`src/rtl/bin2bcd_seq.sv`:
```
// Sequential binary-to-BCD converter (shift-and-add-3, one iteration per clock).
// Valid/ready handshake on both sides; result held in DONE until accepted.
// Optional macro BIN2BCD_SIGNED_EN: treat bin_in_i as two's complement and
// report the sign separately; when undefined the input is unsigned and sign_o is 0.
module bin2bcd_seq #(
    parameter int unsigned BIN_WIDTH = 16,
    parameter int unsigned DIGITS    = 5,
    localparam int unsigned NDW      = $clog2(DIGITS + 1)
) (
    input  logic                 clock,
    input  logic                 reset,
    input  logic                 in_valid_i,
    output logic                 in_ready_o,
    input  logic [BIN_WIDTH-1:0] bin_in_i,
    output logic                 out_valid_o,
    input  logic                 out_ready_i,
    output logic [4*DIGITS-1:0]  bcd_out_o,
    output logic [NDW-1:0]       ndigits_o,
    output logic                 overflow_o,
    output logic                 sign_o
);

    localparam int unsigned BW  = 4 * DIGITS;
    localparam int unsigned SRW = BW + BIN_WIDTH;
    localparam int unsigned CW  = $clog2(BIN_WIDTH + 1);

    typedef enum logic [1:0] {StIdle, StShift, StDone} state_e;

    state_e               state_q, state_d;
    logic [SRW-1:0]       sr_q, sr_d;
    logic [CW-1:0]        cnt_q, cnt_d;
    logic                 ovf_q, ovf_d;
    logic [BW-1:0]        bcd_q, bcd_d;
    logic [NDW-1:0]       nd_q, nd_d;
    logic                 ovf_out_q, ovf_out_d;

    logic [SRW-1:0]       adj;
    logic [SRW-1:0]       shifted;
    logic                 ovf_next;
    logic [NDW-1:0]       nd_calc;
    logic [BIN_WIDTH-1:0] mag;

`ifdef BIN2BCD_SIGNED_EN
    logic sign_q, sign_d;
    logic sign_out_q, sign_out_d;
    logic neg_in;
`endif

    // FSM state register
    always_ff @(posedge clock) begin
        if (reset) state_q <= StIdle;
        else       state_q <= state_d;
    end

    // Next-state, datapath iteration and handshake outputs
    always_comb begin
        state_d     = state_q;
        sr_d        = sr_q;
        cnt_d       = cnt_q;
        ovf_d       = ovf_q;
        bcd_d       = bcd_q;
        nd_d        = nd_q;
        ovf_out_d   = ovf_out_q;
        in_ready_o  = (state_q == StIdle);
        out_valid_o = (state_q == StDone);

`ifdef BIN2BCD_SIGNED_EN
        sign_d     = sign_q;
        sign_out_d = sign_out_q;
        neg_in     = bin_in_i[BIN_WIDTH-1];
        // Unsigned negation: the most negative value maps onto its own magnitude.
        mag        = neg_in ? (~bin_in_i + 1'b1) : bin_in_i;
`else
        mag        = bin_in_i;
`endif

        // Add-3 correction on every BCD nybble >= 5, then shift left by one.
        adj = sr_q;
        for (int i = 0; i < int'(DIGITS); i++) begin
            if (sr_q[BIN_WIDTH + 4*i +: 4] >= 4'd5) begin
                adj[BIN_WIDTH + 4*i +: 4] = sr_q[BIN_WIDTH + 4*i +: 4] + 4'd3;
            end
        end
        shifted  = {adj[SRW-2:0], 1'b0};
        ovf_next = ovf_q | adj[SRW-1];

        // Significant digit count of the value after this iteration.
        nd_calc = NDW'(1);
        for (int i = 0; i < int'(DIGITS); i++) begin
            if (shifted[BIN_WIDTH + 4*i +: 4] != 4'd0) nd_calc = NDW'(i + 1);
        end
        if (ovf_next) nd_calc = NDW'(DIGITS);

        case (state_q)
            StIdle: begin
                if (in_valid_i) begin
                    sr_d    = {{BW{1'b0}}, mag};
                    ovf_d   = 1'b0;
                    cnt_d   = CW'(BIN_WIDTH);
`ifdef BIN2BCD_SIGNED_EN
                    sign_d  = neg_in;
`endif
                    state_d = StShift;
                end
            end
            StShift: begin
                sr_d  = shifted;
                ovf_d = ovf_next;
                cnt_d = cnt_q - 1'b1;
                if (cnt_q == CW'(1)) begin
                    bcd_d      = shifted[SRW-1:BIN_WIDTH];
                    nd_d       = nd_calc;
                    ovf_out_d  = ovf_next;
`ifdef BIN2BCD_SIGNED_EN
                    sign_out_d = sign_q;
`endif
                    state_d    = StDone;
                end
            end
            StDone: begin
                if (out_ready_i) state_d = StIdle;
            end
            default: state_d = StIdle;
        endcase
    end

    // Working registers and held result registers
    always_ff @(posedge clock) begin
        if (reset) begin
            sr_q      <= '0;
            cnt_q     <= '0;
            ovf_q     <= 1'b0;
            bcd_q     <= '0;
            nd_q      <= NDW'(1);
            ovf_out_q <= 1'b0;
        end else begin
            sr_q      <= sr_d;
            cnt_q     <= cnt_d;
            ovf_q     <= ovf_d;
            bcd_q     <= bcd_d;
            nd_q      <= nd_d;
            ovf_out_q <= ovf_out_d;
        end
    end

`ifdef BIN2BCD_SIGNED_EN
    // Sign of the word in flight and of the held result
    always_ff @(posedge clock) begin
        if (reset) begin
            sign_q     <= 1'b0;
            sign_out_q <= 1'b0;
        end else begin
            sign_q     <= sign_d;
            sign_out_q <= sign_out_d;
        end
    end
    assign sign_o = sign_out_q;
`else
    assign sign_o = 1'b0;
`endif

    assign bcd_out_o  = bcd_q;
    assign ndigits_o  = nd_q;
    assign overflow_o = ovf_out_q;

endmodule
```
`config.mk`:
```
export PLATFORM = sky130hd
export DESIGN_NAME = bin2bcd_seq
export DESIGN_NICKNAME = d
export VERILOG_FILES = /design/src/rtl/bin2bcd_seq.sv
export SDC_FILE = /design/constraint.sdc
export NUM_CORES = 1
export LEC_CHECK = 0
export CAP_MARGIN = 20
export CORE_UTILIZATION = 35
export CTS_CLUSTER_DIAMETER = 100
export DETAILED_ROUTE_END_ITERATION = 8
export GPL_TIMING_DRIVEN = 1
export SYNTH_ARGS = -nofsm -noshare
export SYNTH_HDL_FRONTEND = slang
export SYNTH_SLANG_ARGS = --single-unit
```
`constraint.sdc`:
```
create_clock -name clock -period 1.9 [get_ports clock]
set_input_delay 0.57 -clock clock [delete_from_list [all_inputs] [get_ports clock]]
set_output_delay 0.57 -clock clock [all_outputs]
set_load 0.005 [all_outputs]
```
==> impl_metrics.py <==
metrics = {
    "die": {
        "core_um2": 9330,
        "ios": 47,
        "initial_utilization_pct": 36.5,
        "dieArea_um2": 10100,
        "rows": 35,
        "die_w_um": 101,
        "fp.dieH_um": 101,
    },
    "power_and_ir_drop": {
        "leakage_nw": 1.68,
        "power_w": 0.00310,
        "cellPowerDensity_nw_per_um2": 702,
        "ir_worst_vdd_v": 0.000443,
    },
    "critical_path": {
        "arrival_ns": 2.10,
        "r2r-end": "ndigits_o[0]",
        "worstReg2RegStart": "sr_q[29]",
        "crit_path_end_kind": "flip-flop",
        "reg2reg_depth": 8,
        "r2r_slack_ns": 0.08,
        "cp_data_required_time_ns": 2.18,
        "worst-path-max-fanout": 3,
        "cp-start-kind": "flip-flop",
        "setup.worst_path.class": "flip-flop to flip-flop",
    },
    "global_routing": {
        "grt_max_degree": 27,
        "groute.usage.overall_pct": 17.3,
        "antenna_found_initial": 0,
        "grt_pass1_vias": 2957,
        "grt_pass1_wl_mm": 14.0,
        "grt_overflow_total": 0,
    },
    "synth": {
        "synth_area_leaders": "dfxtp_1, nor2_1, a21oi_1",
        "ys_ff_latch": 68,
        "synth_cell_types": 42,
        "synthesis.area_um2": 3400,
        "yosysTopAreaCellShare_pct": 40.0,
        "synth.largest_area_cell": "dfxtp_1",
        "yosys_warnings": 0,
        "synthCells": 428,
        "synth_nets": 460,
        "synth_area_per_cell_um2": 7.95,
        "ys_seq_area_share_pct": 40.0,
    },
    "sta": {
        "hold_viol": 0,
        "final-setup-viol-count": 0,
        "fmax_ghz": 0.548,
        "slew_viol_final": 0,
        "finalCriticalPeriod_ns": 1.82,
        "fin_crit_sh_pct": 96.0,
        "fin_worst_skew_ns": 0.00940,
    },
    "flow_run": {
        "drv_cap": 0,
    },
    "finish": {
        "area_growth_pct": 29.8,
        "multi_input_area_um2": 1920,
        "fillers": 913,
        "post-route-util_pct": 47.3,
        "drive_gt1_share_pct": 17.1,
        "regArea_um2": 1370,
        "nNetsFinal": 519,
        "antennaDiodeCount": 0,
    },
    "clock_tree": {
        "clkSinkCount": 68,
        "htree_levels": 3,
        "cts_buffer_depth": 2,
        "cts_buffers": 9,
        "cts-root-buf": "clkbuf_8",
        "clock_latency_ns": 0.34,
        "clkTransAtPathRegs_ns": 0.08,
        "cts_tree": "built",
        "postCtsHoldBufs": 0,
    },
    "worst_hold_path": {
        "hold_path_end": "bcd_out_o[9]",
        "holdPathStages": 2,
        "worstHoldPathType": "flip-flop to flip-flop",
        "min_from": "bcd_out_o[9]",
    },
    "route": {
        "routed_wirelength_mm": 8.14,
        "drt_iter0_drc": 96,
        "drc": 0,
        "wl_per_cell_um": 13.1,
        "vias": 3093,
        "final_antenna_net_count": 0,
        "vias_per_cell": 4.98,
        "drt_first_pass_iters": 5,
    },
    "run_status": {
        "status": "complete, no violations",
    },
    "placed_design": {
        "port_buffers": 45,
        "dp_hpwl_mm": 5.62,
        "gp_congestion": 0.775,
    },
}
[where the power goes]
group	switching, W	internal (W)	total (W)
combinational	0.000223	0.000198	0.000422
sequential	0.0000481	0.00149	0.00154
clock	0.000533	0.000606	0.00114
[cells by family (layout without fill, tap and decap cells)]
| kind of cell | Yosys count | after routing | share of synthesized area (%) |
|---|---|---|---|
| mux | 7 | 7 | 2.06 |
| simple gates | 180 | 180 | 26.0 |
| other cells | 1 | 1 | 0.110 |
| buf+inv | 47 | 111 | 5.70 |
| flops | 68 | 68 | 40.0 |
| compound gates | 108 | 108 | 20.3 |
| xor+xnor | 5 | 5 | 1.29 |
| fa+ha+maj | 12 | 12 | 4.41 |
[per-layer routing]
| layer | part of all wire (%) | up-vias | track usage [%] | wire length (um) |
|---|---|---|---|---|
| met1 | 47 | 1471 | 22.6 | 3860 |
| met2 | 49 | 32 | 28.5 | 3970 |
| met4 | 1.2 | 0 | 5.46 | 98 |
| met5 | 0 | - | 0 | 0 |
| li1 | - | 1580 | - | - |
| met3 | 2.5 | 10 | 3.61 | 206 |
[flip-flops by register name, summed over array words and instances, names as in the netlist]
| name | flops |
|---|---|
| ovf_q | 1 |
| overflow_o | 1 |
| cnt_q | 5 |
| ndigits_o | 3 |
| state_q | 2 |
| bcd_out_o | 20 |
| sr_q | 36 |
[synthesized netlist by cell type (all sizes together)]
| cell type | number |
|---|---|
| nor2 | 86 |
| dfxtp | 68 |
| a21oi | 55 |
| nand2 | 29 |
| clkbuf | 17 |
| inv | 17 |
| nor3 | 17 |
| a22oi | 16 |
| o21ai | 14 |
| a211oi | 13 |
| buf | 13 |
| ha | 12 |
| nand2b | 12 |
| nor2b | 11 |
| nor3b | 8 |
| mux2i | 7 |
| nand3 | 6 |
| o221a | 5 |
| xnor2 | 5 |
| a2111oi | 3 |
| nand3b | 3 |
| nor4b | 2 |
| a21o | 1 |
| a32o | 1 |
| and2 | 1 |
| and3 | 1 |
| conb | 1 |
| nand4 | 1 |
| nor4 | 1 |
| or2 | 1 |
| or3 | 1 |
[layout by cell type, fill, tap and decap left out, types with 6 or more instances in the layout]
cell type,Yosys,routed
dfxtp_2,0,7
o21ai_0,12,12
nor3b_1,8,8
inv_1,17,15
a22oi_1,16,16
mux2i_1,7,6
nor2_1,85,85
a211oi_1,12,12
dfxtp_1,68,61
nor2b_1,11,10
clkdlybuf4s50_1,0,42
clkbuf_8,0,9
buf_4,1,31
nand2b_1,11,10
nand2_1,28,28
ha_1,12,10
nor3_1,17,17
a21oi_1,52,49
[worst max-delay path by stage]
stage | from | endpoint | cells past startpoint
2_1_floorplan | sr_q[33] | ndigits_o[1] | 7
3_3_place_gp | in_valid_i | sr_q[6] | 6
3_5_place_dp | in_valid_i | sr_q[6] | 6
4_1_cts | sr_q[29] | ndigits_o[0] | 8
5_1_grt | sr_q[24] | ndigits_o[0] | 9
6_report | sr_q[29] | ndigits_o[0] | 8
[cell type report]
class | instances | area share (%)
clock buffers | 12 | 3.06
clock inverters | 4 | 1.13
inverters | 17 | 1.45
multi-input cells | 313 | 43.4
flip-flops and latches | 68 | 31.0
well taps | 129 | 3.66
repair buffers | 78 | 16.2
[stage by stage]
stage          setup WS [ns]  cells  TNS [ns]  instance area, um^2  hold slack [ns]
2_1_floorplan         0.0987    428         0                 3400            0.446
3_3_place_gp         -0.0461    605    -0.523                 4150            0.446
6_report              0.0759    621         0                 4410            0.456
4_1_cts              0.00189    621         0                 4340            0.461
5_1_grt              -0.0157    621   -0.0157                 4410            0.479
3_5_place_dp          -0.113    605    -0.941                 4150            0.451
[critical path, stage by stage (launching register included)]
cell      delay [ns]
dfxtp_2         0.34
inv_1           0.07
ha_1            0.18
nand2b_2        0.19
a21oi_4         0.22
xnor2_4         0.11
nor4b_4         0.41
o21ai_2         0.11
a21oi_2         0.14
[repair_timing]
action | 4_1_cts | 5_1_grt
hold endpoints to repair | 0 | 0
buffers inserted | 0 | 0
pin swaps | 0 | 5
resized for setup | 6 | 18
endpoints found under the setup margin | 2 | 4
(Power assumes the default switching activity.)
